--- src/rtl/ex_mem_reg_pkg.sv ---
// Shared widths, op codes, I/O addresses and payload type for the EX->MEM register.
// Address classification helpers live here so the datapath and any checker agree.
package ex_mem_reg_pkg;

    localparam int unsigned DATA_W = 16;
    localparam int unsigned REG_W  = 4;
    localparam int unsigned RWE_W  = 2;
    localparam int unsigned CNT_W  = 4;

    localparam logic [RWE_W-1:0] RWE_NOTHING   = 2'b00;
    localparam logic [RWE_W-1:0] RWE_WRITE_REG = 2'b01;
    localparam logic [RWE_W-1:0] RWE_READ_MEM  = 2'b10;
    localparam logic [RWE_W-1:0] RWE_WRITE_MEM = 2'b11;

    localparam logic [DATA_W-1:0] ADDR_SERIAL_PORT         = 16'hBF00;
    localparam logic [DATA_W-1:0] ADDR_SERIAL_PORT_STATE   = 16'hBF01;
    localparam logic [DATA_W-1:0] ADDR_KEYBOARD            = 16'hBF02;
    localparam logic [DATA_W-1:0] ADDR_KEYBOARD_STATE      = 16'hBF03;
    localparam logic [DATA_W-1:0] ADDR_USER_CLK            = 16'hBF04;

    localparam logic [DATA_W-1:0] NOP_INSTR_DEF = 16'h0800;

    typedef struct packed {
        logic [DATA_W-1:0] instr;
        logic [DATA_W-1:0] pc;
        logic [DATA_W-1:0] data;
        logic [REG_W-1:0]  wreg_addr;
        logic [DATA_W-1:0] wdata;
        logic [RWE_W-1:0]  rwe;
    } ex_mem_t;

    function automatic logic is_io_addr(input logic [DATA_W-1:0] addr);
        return (addr == ADDR_SERIAL_PORT)    || (addr == ADDR_SERIAL_PORT_STATE) ||
               (addr == ADDR_KEYBOARD)       || (addr == ADDR_KEYBOARD_STATE)    ||
               (addr == ADDR_USER_CLK);
    endfunction

    function automatic logic is_mem_op(input logic [RWE_W-1:0] rwe);
        return (rwe == RWE_READ_MEM) || (rwe == RWE_WRITE_MEM);
    endfunction

    // Lower half of the address map is RAM2, which instruction fetch also uses.
    function automatic logic is_ram2_op(input logic [RWE_W-1:0] rwe, input logic [DATA_W-1:0] addr);
        return is_mem_op(rwe) && !addr[DATA_W-1] && !is_io_addr(addr);
    endfunction

    function automatic logic is_uart_write(input logic [RWE_W-1:0] rwe, input logic [DATA_W-1:0] addr);
        return (rwe == RWE_WRITE_MEM) && (addr == ADDR_SERIAL_PORT);
    endfunction

endpackage

--- src/rtl/ex_mem_reg_if.sv ---
// EX-side inputs and MEM-side outputs of the EX->MEM pipeline register.
// master = surrounding pipeline, slave = the register itself.
interface ex_mem_reg_if;
    import ex_mem_reg_pkg::*;

    logic [DATA_W-1:0] exmemi_instr;
    logic [DATA_W-1:0] exmemi_pc;
    logic [DATA_W-1:0] exmemi_data;
    logic [REG_W-1:0]  exmemi_wreg_addr;
    logic [DATA_W-1:0] exmemi_write_to_mem_data;
    logic [RWE_W-1:0]  exmemi_rwe;
    logic              exmemi_flush;
    logic              exmemi_uart_writeable;

    logic [DATA_W-1:0] exmemo_instr;
    logic [DATA_W-1:0] exmemo_pc;
    logic [DATA_W-1:0] exmemo_data;
    logic [REG_W-1:0]  exmemo_wreg_addr;
    logic [DATA_W-1:0] exmemo_write_to_mem_data;
    logic [RWE_W-1:0]  exmemo_rwe;
    logic              exmemo_stall;
    logic              exmemo_ram2_busy;

    modport master (
        output exmemi_instr, exmemi_pc, exmemi_data, exmemi_wreg_addr,
               exmemi_write_to_mem_data, exmemi_rwe, exmemi_flush, exmemi_uart_writeable,
        input  exmemo_instr, exmemo_pc, exmemo_data, exmemo_wreg_addr,
               exmemo_write_to_mem_data, exmemo_rwe, exmemo_stall, exmemo_ram2_busy
    );

    modport slave (
        input  exmemi_instr, exmemi_pc, exmemi_data, exmemi_wreg_addr,
               exmemi_write_to_mem_data, exmemi_rwe, exmemi_flush, exmemi_uart_writeable,
        output exmemo_instr, exmemo_pc, exmemo_data, exmemo_wreg_addr,
               exmemo_write_to_mem_data, exmemo_rwe, exmemo_stall, exmemo_ram2_busy
    );

endinterface

--- src/rtl/ex_mem_reg_mem_hold_fsm.sv ---
// MEM-stage hold controller: keeps a RAM2 access or a blocked UART write on the bus
// and tells the register when it may load the next instruction.
module ex_mem_reg_mem_hold_fsm
    import ex_mem_reg_pkg::*;
#(
    parameter int unsigned RAM2_HOLD = 2
) (
    input  logic clk,
    input  logic rst_n,
    input  logic i_ram2_op,
    input  logic i_uart_write,
    input  logic i_uart_writeable,
    output logic o_accept_c,
    output logic o_stall_c,
    output logic o_ram2_busy_c
);

    localparam logic [1:0] ST_IDLE      = 2'd0;
    localparam logic [1:0] ST_HOLD_RAM2 = 2'd1;
    localparam logic [1:0] ST_WAIT_UART = 2'd2;

    // The IDLE cycle that sees the op is the first hold cycle, so HOLD_RAM2 covers the rest;
    // a window of 1 still spends one cycle in HOLD_RAM2 to leave IDLE.
    localparam logic [CNT_W-1:0] CNT_LOAD = CNT_W'(RAM2_HOLD - 1);

    logic [1:0]       r_state;
    logic [1:0]       w_state_nxt;
    logic [CNT_W-1:0] r_cnt;
    logic [CNT_W-1:0] w_cnt_nxt;
    logic             w_uart_blocked;
    logic             w_idle_hold;
    logic             w_hold_last;

    assign w_uart_blocked = i_uart_write & ~i_uart_writeable;
    assign w_idle_hold    = i_ram2_op | w_uart_blocked;
    assign w_hold_last    = (r_cnt <= CNT_W'(1));

    always_ff @(posedge clk or negedge rst_n) begin
        if (!rst_n) begin
            r_state <= ST_IDLE;
            r_cnt   <= '0;
        end else begin
            r_state <= w_state_nxt;
            r_cnt   <= w_cnt_nxt;
        end
    end

    always_comb begin
        w_state_nxt = r_state;
        w_cnt_nxt   = r_cnt;
        case (r_state)
            ST_IDLE: begin
                if (i_ram2_op) begin
                    w_state_nxt = ST_HOLD_RAM2;
                    w_cnt_nxt   = CNT_LOAD;
                end else if (w_uart_blocked) begin
                    w_state_nxt = ST_WAIT_UART;
                end
            end
            ST_HOLD_RAM2: begin
                if (w_hold_last) begin
                    w_state_nxt = ST_IDLE;
                    w_cnt_nxt   = '0;
                end else begin
                    w_cnt_nxt = r_cnt - CNT_W'(1);
                end
            end
            ST_WAIT_UART: begin
                if (i_uart_writeable) w_state_nxt = ST_IDLE;
            end
            default: w_state_nxt = ST_IDLE;
        endcase
    end

    // Release edges (last hold cycle, UART ready) load the next instruction even though stall is high.
    always_comb begin
        o_accept_c    = 1'b0;
        o_stall_c     = 1'b0;
        o_ram2_busy_c = 1'b0;
        case (r_state)
            ST_IDLE: begin
                o_stall_c     = w_idle_hold;
                o_ram2_busy_c = i_ram2_op;
                o_accept_c    = ~w_idle_hold;
            end
            ST_HOLD_RAM2: begin
                o_stall_c     = 1'b1;
                o_ram2_busy_c = 1'b1;
                o_accept_c    = w_hold_last;
            end
            ST_WAIT_UART: begin
                o_stall_c  = 1'b1;
                o_accept_c = i_uart_writeable;
            end
            default: ;
        endcase
    end

endmodule

--- src/rtl/ex_mem_reg.sv ---
// EX->MEM pipeline register: latches EX results (or a bubble on flush) and freezes
// while the MEM stage must keep an access on the bus.
module ex_mem_reg
    import ex_mem_reg_pkg::*;
#(
    parameter int unsigned       RAM2_HOLD = 2,
    parameter logic [DATA_W-1:0] NOP_INSTR = NOP_INSTR_DEF
) (
    input  logic         exmemi_clk,
    input  logic         exmemi_rst,
    ex_mem_reg_if.slave  bus
);

    ex_mem_t r_mem;
    ex_mem_t w_ex;
    logic    w_accept;
    logic    w_stall;
    logic    w_ram2_busy;
    logic    w_ram2_op;
    logic    w_uart_write;

    // Flush keeps the PC so the bubble still tracks program order.
    always_comb begin
        w_ex = '{instr:     bus.exmemi_instr,
                 pc:        bus.exmemi_pc,
                 data:      bus.exmemi_data,
                 wreg_addr: bus.exmemi_wreg_addr,
                 wdata:     bus.exmemi_write_to_mem_data,
                 rwe:       bus.exmemi_rwe};
        if (bus.exmemi_flush) begin
            w_ex.instr     = NOP_INSTR;
            w_ex.data      = '0;
            w_ex.wreg_addr = '0;
            w_ex.wdata     = '0;
            w_ex.rwe       = RWE_NOTHING;
        end
    end

    always_ff @(posedge exmemi_clk or negedge exmemi_rst) begin
        if (!exmemi_rst) begin
            r_mem <= '{instr: NOP_INSTR, pc: '0, data: '0, wreg_addr: '0, wdata: '0, rwe: RWE_NOTHING};
        end else if (w_accept) begin
            r_mem <= w_ex;
        end
    end

    // Classification looks at the latched op, never at the EX inputs.
    assign w_ram2_op    = is_ram2_op(r_mem.rwe, r_mem.data);
    assign w_uart_write = is_uart_write(r_mem.rwe, r_mem.data);

    ex_mem_reg_mem_hold_fsm #(
        .RAM2_HOLD (RAM2_HOLD)
    ) u_mem_hold_fsm (
        .clk              (exmemi_clk),
        .rst_n            (exmemi_rst),
        .i_ram2_op        (w_ram2_op),
        .i_uart_write     (w_uart_write),
        .i_uart_writeable (bus.exmemi_uart_writeable),
        .o_accept_c       (w_accept),
        .o_stall_c        (w_stall),
        .o_ram2_busy_c    (w_ram2_busy)
    );

    assign bus.exmemo_instr             = r_mem.instr;
    assign bus.exmemo_pc                = r_mem.pc;
    assign bus.exmemo_data              = r_mem.data;
    assign bus.exmemo_wreg_addr         = r_mem.wreg_addr;
    assign bus.exmemo_write_to_mem_data = r_mem.wdata;
    assign bus.exmemo_rwe               = r_mem.rwe;
    assign bus.exmemo_stall             = w_stall;
    assign bus.exmemo_ram2_busy         = w_ram2_busy;

endmodule
--- src/flat_wrapper.sv ---
// flat-port wrapper written by rule: the top's interface ports become plain ports
module ex_mem_reg_flat import ex_mem_reg_pkg::*;
#(
    parameter int unsigned       RAM2_HOLD = 2,
    parameter logic [DATA_W-1:0] NOP_INSTR = NOP_INSTR_DEF
)
  (exmemi_clk, exmemi_rst, bus_exmemi_instr, bus_exmemi_pc, bus_exmemi_data, bus_exmemi_wreg_addr, bus_exmemi_write_to_mem_data, bus_exmemi_rwe, bus_exmemi_flush, bus_exmemi_uart_writeable, bus_exmemo_instr, bus_exmemo_pc, bus_exmemo_data, bus_exmemo_wreg_addr, bus_exmemo_write_to_mem_data, bus_exmemo_rwe, bus_exmemo_stall, bus_exmemo_ram2_busy);
  ex_mem_reg_if bus_i ();
  input  logic exmemi_clk;
  input  logic exmemi_rst;
  input wire logic [$bits(bus_i.exmemi_instr)-1:0] bus_exmemi_instr;
  input wire logic [$bits(bus_i.exmemi_pc)-1:0] bus_exmemi_pc;
  input wire logic [$bits(bus_i.exmemi_data)-1:0] bus_exmemi_data;
  input wire logic [$bits(bus_i.exmemi_wreg_addr)-1:0] bus_exmemi_wreg_addr;
  input wire logic [$bits(bus_i.exmemi_write_to_mem_data)-1:0] bus_exmemi_write_to_mem_data;
  input wire logic [$bits(bus_i.exmemi_rwe)-1:0] bus_exmemi_rwe;
  input wire logic [$bits(bus_i.exmemi_flush)-1:0] bus_exmemi_flush;
  input wire logic [$bits(bus_i.exmemi_uart_writeable)-1:0] bus_exmemi_uart_writeable;
  output wire logic [$bits(bus_i.exmemo_instr)-1:0] bus_exmemo_instr;
  output wire logic [$bits(bus_i.exmemo_pc)-1:0] bus_exmemo_pc;
  output wire logic [$bits(bus_i.exmemo_data)-1:0] bus_exmemo_data;
  output wire logic [$bits(bus_i.exmemo_wreg_addr)-1:0] bus_exmemo_wreg_addr;
  output wire logic [$bits(bus_i.exmemo_write_to_mem_data)-1:0] bus_exmemo_write_to_mem_data;
  output wire logic [$bits(bus_i.exmemo_rwe)-1:0] bus_exmemo_rwe;
  output wire logic [$bits(bus_i.exmemo_stall)-1:0] bus_exmemo_stall;
  output wire logic [$bits(bus_i.exmemo_ram2_busy)-1:0] bus_exmemo_ram2_busy;
  assign bus_i.exmemi_instr = bus_exmemi_instr;
  assign bus_i.exmemi_pc = bus_exmemi_pc;
  assign bus_i.exmemi_data = bus_exmemi_data;
  assign bus_i.exmemi_wreg_addr = bus_exmemi_wreg_addr;
  assign bus_i.exmemi_write_to_mem_data = bus_exmemi_write_to_mem_data;
  assign bus_i.exmemi_rwe = bus_exmemi_rwe;
  assign bus_i.exmemi_flush = bus_exmemi_flush;
  assign bus_i.exmemi_uart_writeable = bus_exmemi_uart_writeable;
  assign bus_exmemo_instr = bus_i.exmemo_instr;
  assign bus_exmemo_pc = bus_i.exmemo_pc;
  assign bus_exmemo_data = bus_i.exmemo_data;
  assign bus_exmemo_wreg_addr = bus_i.exmemo_wreg_addr;
  assign bus_exmemo_write_to_mem_data = bus_i.exmemo_write_to_mem_data;
  assign bus_exmemo_rwe = bus_i.exmemo_rwe;
  assign bus_exmemo_stall = bus_i.exmemo_stall;
  assign bus_exmemo_ram2_busy = bus_i.exmemo_ram2_busy;
  ex_mem_reg #(.RAM2_HOLD(RAM2_HOLD), .NOP_INSTR(NOP_INSTR)) u_core (.exmemi_clk(exmemi_clk), .exmemi_rst(exmemi_rst), .bus(bus_i));
endmodule
--- config.mk ---
export PLATFORM = sky130hd
export DESIGN_NAME = ex_mem_reg_flat
export DESIGN_NICKNAME = d
export VERILOG_FILES = /design/src/rtl/ex_mem_reg_pkg.sv /design/src/rtl/ex_mem_reg_if.sv /design/src/rtl/ex_mem_reg_mem_hold_fsm.sv /design/src/rtl/ex_mem_reg.sv /design/src/flat_wrapper.sv
export SDC_FILE = /design/constraint.sdc
export NUM_CORES = 1
export LEC_CHECK = 0
export ABC_AREA = 1
export BUFFER_PORTS_ARGS = -buffer_cell sky130_fd_sc_hd__buf_2
export CORE_MARGIN = 2
export CORE_UTILIZATION = 40
export CTS_BUF_LIST = sky130_fd_sc_hd__clkbuf_8
export DETAILED_ROUTE_END_ITERATION = 8
export GPL_ROUTABILITY_DRIVEN = 0
export GPL_TIMING_DRIVEN = 0
export PLACE_DENSITY = 0.68
export SLEW_MARGIN = 15
export SYNTH_ARGS = -nofsm -noshare
export SYNTH_HDL_FRONTEND = slang
export SYNTH_SLANG_ARGS = --single-unit
--- constraint.sdc ---
create_clock -name exmemi_clk -period 2.1 [get_ports exmemi_clk]
set_input_delay 0.105 -clock exmemi_clk [delete_from_list [all_inputs] [get_ports exmemi_clk]]
set_output_delay 0.105 -clock exmemi_clk [all_outputs]
set_load 0.02 [all_outputs]
# [After elaboration in Yosys (flattened, before gate mapping)]
# Cells that the tools add are included.
[word_totals] regBits=76 inputBits=74 output_inout_bits=72 wordCells=55
[op_classes] n_addsub=1 n_lt_le_gt_ge=1 eq_ne=13 muxes=13 n_bitwise=4 reduce_logical=15
[ops] operator="$eq A16 B16 Y1 const B" count=5
[ops] operator="$mux W38" count=1
[ops] operator="$mux W16" count=1
[ops] operator="$mux W2" count=4
[ops] operator="$mux W4" count=2
[ops] operator="$pmux W4 S2" count=1
[ops] operator="$eq A2 B2 Y1 const B" count=3
[ops] operator="$ne A2 B2 Y1 const B" count=3
[ops] operator="$pmux W2 S3" count=1
[ops] operator="$logic_or A1 B1 Y1" count=5
[ops] operator="$le A4 B1 Y1 const B" count=1
[ops] operator="$pmux W1 S2" count=2
[ops] operator="$sub A4 B1 Y4 const B" count=1
[ops] operator="$logic_and A1 B1 Y1" count=3
[ops] operator="$ne A3 B3 Y1 const B" count=1
[ops] operator="$pmux W1 S3" count=1
[ops] operator="$reduce_and A3 Y1" count=1
[ops] operator="$eq A2 B1 Y1 const B" count=1
[ops] operator="$logic_not A1 Y1" count=2
[ops] operator="$logic_not A2 Y1" count=1
[ops] operator="$not A1 Y1" count=2
[ops] operator="$reduce_and A2 Y1" count=1
[ops] operator="$reduce_bool A2 Y1" count=1
[ops] operator="$reduce_or A2 Y1" count=1
[ops] operator="2 further kinds" count=2

# [Logic depth before layout (Yosys ltp)]
[depth] word_depth=10 ltp_mapped=11 ltp_nobuf=10

# [By module]
# From an unflattened synthesis, not the netlist that was laid out.
[hier_totals] cells_unflattened=279 hier_area_um2=3047.9
[modules_own_cells] mod="ex_mem_reg" instances=1 cells_per_inst=215 area_each_um2=2586.2 seq_area_each_um2=1752.9
[modules_own_cells] mod="ex_mem_reg_mem_hold_fsm" instances=1 cells_per_inst=64 area_each_um2=461.7 seq_area_each_um2=150.1

# [Least setup slack after synthesis]
# No wires, ideal clock.
[synth_timing] path_kind="reg2reg" startpoint="reg u_core.u_mem_hold_fsm.r_cnt[0]" endpoint="reg u_core.r_mem, in the netlist u_core.bus.exmemo_rwe[1]" setup_ns=0.117 arrival_time_ns=1.369 t_required_ns=1.983 setup_slack_ns=0.614 path_stages_with_launch=10 n_path_buf=1 period_less_slack_ns=1.486 cell_sequence="dfrtp_1 -> inv_1 -> ha_1 -> o21ai_1 -> o21ai_0 -> inv_1 -> nand2_2 -> buf_2 -> nand3_1 -> nand2_1"
[synth_between] elab_chain_cells=2
[synth_lines] element="from (decl)" line="ex_mem_reg_mem_hold_fsm.sv:28" source="logic [CNT_W-1:0] r_cnt;"
[synth_lines] element="from (signal assigned)" line="ex_mem_reg_mem_hold_fsm.sv:44" source="r_cnt <= w_cnt_nxt;"
[synth_lines] element="$le A4 B1 Y1" line="ex_mem_reg_mem_hold_fsm.sv:36" source="assign w_hold_last = (r_cnt <= CNT_W'(1));"
[synth_lines] element="$pmux W1 S3" line="ex_mem_reg_mem_hold_fsm.sv:80" source="case (r_state)"
[synth_lines] element="to (signal assigned)" line="ex_mem_reg.sv:41" source="r_mem <= '{instr: NOP_INSTR, pc: '0, data: '0, wreg_addr: '0, wdata: '0, rwe: RWE_NOTHING};"
[synth_lines] element="to (signal assigned)" line="ex_mem_reg.sv:43" source="r_mem <= w_ex;"
[synth_lines] element="to (decl)" line="ex_mem_reg.sv:14" source="ex_mem_t r_mem;"
# Every way passes these cells.
# A chain may end at the register's enable or synchronous reset.

# [Worst setup path after layout]
[layout_timing] startpoint="reg u_core.u_mem_hold_fsm.r_cnt[0]" endpoint="reg u_core.r_mem, in the netlist u_core.bus.exmemo_pc[2]"
# The elaborated chain is that of the path after synthesis.

==> summary.md <==
| Metric | Value |
|---|---|
| Fin area | 4920 sq um |
| Worst Hold Depth | 3 |
| Netlist Area Pre-Place | 3700 sq um |
| Final #Nets | 746 |
| Max Freq | 528 MHz |
| Post-DP Area | 4580 sq um |
| Most frequent cells after synthesis | 162 x nand2_1, 75 x dfrtp_1, 73 x nand3_1, 69 x inv_1, 62 x nor2_1 |
| Highest metal used | met4 |
| Port bufs | 144 |
| Min-Delay Path Class | input pin to register |
| Critical path capture point type | register |
| CTS tree | yes |
| Routed Antenna Nets | 0 |
| Worst-path clk slew | 0.07 ns |
| DR DRC count | 0 |
| DIE HEIGHT | 100 um |
| Yosys top cell by area | dfrtp_1 |
| Boundary Pins | 146 |
| # rows | 35 |
| Final Worst Setup Slack | 0.204 ns |
| Buf/Inv on CP | 3 |
| Worst-skew pair later-pin latency | 0.34 ns |
| Status | complete, no violations |
| Ratio of cells with drive above 1 in the final layout | 0.268 |
| Critical Path RT | 2.37 ns |
| Post-synth ARST share | 1.00 |
| Final Cycle Share | 0.903 |
| Sequential share of the synthesized area | 0.515 |
| Worst-Margin Slew | 0.566 ns |
| Final worst path period need | 1.90 ns |
| Clock sinks | 76 |
| Mean Syn Cell Area | 7.47 sq um |
| Gr usage total | 0.194 |
| Max-cap violations | 0 |
| Top FF cell, synth | dfrtp_1 |
| Post-Route WL | 9.53 mm |
| Vias in the first global route | 3522 |
| Die W | 100 um |
| Crit path depth | 10 |
| CP Max Fanout | 10 |
| Slowest cell delay on critical path | 0.41 ns |
| Iter 0 DRT Violations | 132 |
| Unrepaired setup endpoints after global routing | no |
| H-tree levels | 3 |
| Pwr dens | 1420 nW/um^2 |
| Root buffer cell | clkbuf_8 |
| WL per Instance | 12.2 um |
| Slew Limit Fails | 0 |
| Detail Route met2 WL | 4.55 mm |
| Number of diodes | 0 |
| Top post-synthesis cells by area | dfrtp_1 51%, nand2_1 16%, nand3_1 9.9% |
| Critical path startpoint category | register |
| Hold Fails Final Rpt | 0 |
| Top-count cell post-synth | nand2_1 |
| Clk buf depth | 2 |
| Total Power | 7000 uW |
| FF+latch count, synth | 76 |
| Setup Total Neg Slack | 0 ns |
| Syn Nets | 575 |
| Largest net degree at the start of global routing | 40 |
| Warnings from Yosys | 0 |
| Synth-to-layout area growth | 33.2% |
| Post-detail-place hpwl | 6.72 mm |
| Routed met1 length | 4.44 mm |
| Worst Reg2Reg Path Length in Cells | 10 |
| Peak supply drop | 569 uV |
| # setup viols final | 0 |
| Crit Path Class | register to register |
| Clk_skew | 0.00900 ns |
| Starting density of the core | 0.406 |
| Critical Path, Cell by Cell | inv_1, ha_1, o21ai_1, o21ai_0, inv_1, nand2_2, nand2_4, buf_4, nand2_1, nand2_1 |
| Core area | 9110 sq um |
| Post-Synthesis Cells | 495 |
| Die area | 10000 sq um |
| Vias/cell | 4.67 |
| Count of flip-flops with a built-in enable after synthesis | 0 |
| Leak pwr | 0.00304 uW |
| DR pass1 iterations | 4 |
| GRT overflow | 0 |
| Worst hold margin | 0.0185 ns |
| Worst path top cell family by delay | simple AND/OR/NAND/NOR gates |
| Dpl ws | 0.225 ns |
| Arrival @ worst endpoint | 2.16 ns |
| Netlist cell types | 24 |
| Slew headroom | 0.622 |
| First-pass GRT wire length | 15.8 mm |
| DR vias | 3652 |
| WL met3 | 475 um |
| CTS Buf Count | 9 |
| Slowest library cell on the worst path | dfrtp_1 |
| Share of the synthesized area in the top cell type | 0.508 |
| Initial antenna violation count | 0 |
[routing by layer]
layer	up-vias	GRT usage
li1	1837	-
met5	-	0
met1	1704	0.256
met3	6	0.0327
met4	0	0.0590
met2	105	0.328
[metrics by stage]
step                 util  cells
floorplan               -    495
global placement    0.500    750
detailed placement  0.503    751
CTS                 0.541    782
global route        0.541    782
finish              0.541    782
[cells in the final DEF, fill, tap and decap left out, drive strengths merged]
| cell type | synthesis | layout |
|---|---|---|
| a21oi | 3 | 3 |
| a22oi | 1 | 1 |
| and3 | 1 | 1 |
| buf | 17 | 161 |
| bufinv | 0 | 1 |
| clkbuf | 10 | 21 |
| clkinv | 0 | 3 |
| clkinvlp | 0 | 1 |
| dfrtp | 75 | 75 |
| dfstp | 1 | 1 |
| dlygate4sd3 | 0 | 15 |
| ha | 6 | 6 |
| inv | 70 | 71 |
| nand2 | 164 | 164 |
| nand3 | 73 | 73 |
| nand3b | 1 | 1 |
| nand4 | 1 | 1 |
| nor2 | 62 | 62 |
| nor3 | 1 | 1 |
| o21ai | 7 | 7 |
| o31ai | 1 | 1 |
| or2 | 1 | 1 |
[worst reg2reg max path, cell delays in order, from the launching register on]
cell and delay, ns:
dfrtp_1 0.41, inv_1 0.07, ha_1 0.23, o21ai_1 0.27, o21ai_0 0.12, inv_1 0.07
nand2_2 0.16, nand2_4 0.18, buf_4 0.19, nand2_1 0.07, nand2_1 0.06
[final timing paths]
kind / start / to / slack, ns
max in group asynchronous: exmemi_rst / u_core.bus.exmemo_instr[11]$_DFFE_PN1P_ / 1.14
min in group asynchronous: exmemi_rst / u_core.bus.exmemo_pc[14]$_DFFE_PN0P_ / 0.31
hold reg to reg: u_core.bus.exmemo_instr[11]$_DFFE_PN1P_ / u_core.bus.exmemo_instr[11]$_DFFE_PN1P_ / 0.47
setup / recovery: u_core.u_mem_hold_fsm.r_cnt[0]$_DFFE_PN0P_ / u_core.bus.exmemo_pc[2]$_DFFE_PN0P_ / 0.20
hold / removal: bus_exmemi_pc[2] / u_core.bus.exmemo_pc[2]$_DFFE_PN0P_ / 0.02
setup reg to reg: u_core.u_mem_hold_fsm.r_cnt[0]$_DFFE_PN0P_ / u_core.bus.exmemo_pc[2]$_DFFE_PN0P_ / 0.20
[timing repair]
action | CTS | global route
setup endpoints to repair | 0 | 1
endpoints found under the hold margin | 51 | 0
hold buffers | 15 | 0
resized for setup | 0 | 1
buffers inserted | 0 | 0
[sequential cells by signal (all words and copies together), names as in the netlist]
register,flops
u_core.bus.exmemo_data,16
u_core.u_mem_hold_fsm.r_cnt,4
u_core.bus.exmemo_pc,16
u_core.u_mem_hold_fsm.r_state,2
u_core.bus.exmemo_rwe,2
u_core.bus.exmemo_instr,16
u_core.bus.exmemo_wreg_addr,4
u_core.bus.exmemo_write_to_mem_data,16
[cell type report]
class | instances | area [sq um]
plain buffers | 27 | 138
clock buffers | 10 | 138
fillers | 935 | 4180
repair buffers | 160 | 893
clock inverters | 6 | 56.3
multi-input cells | 322 | 1400
flip-flops and latches | 76 | 1900
well taps | 111 | 139
inverters | 70 | 263
[logic make-up after synthesis]
logic type                 Yosys count  synth area share
AOI/OAI and AO/OA                   12            0.0176
adders and majority gates            6            0.0203
buffers and inverters               97             0.108
DFF                                 76             0.515
and+or+nand+nor                    304             0.339
[where the power goes]
group	switching [uW]	leakage (uW)	internal, uW
combinational	2320	0.00196	1150
sequential	363	0.000971	2060
clock	531	0.000103	572
(Power assumes the default switching activity.)
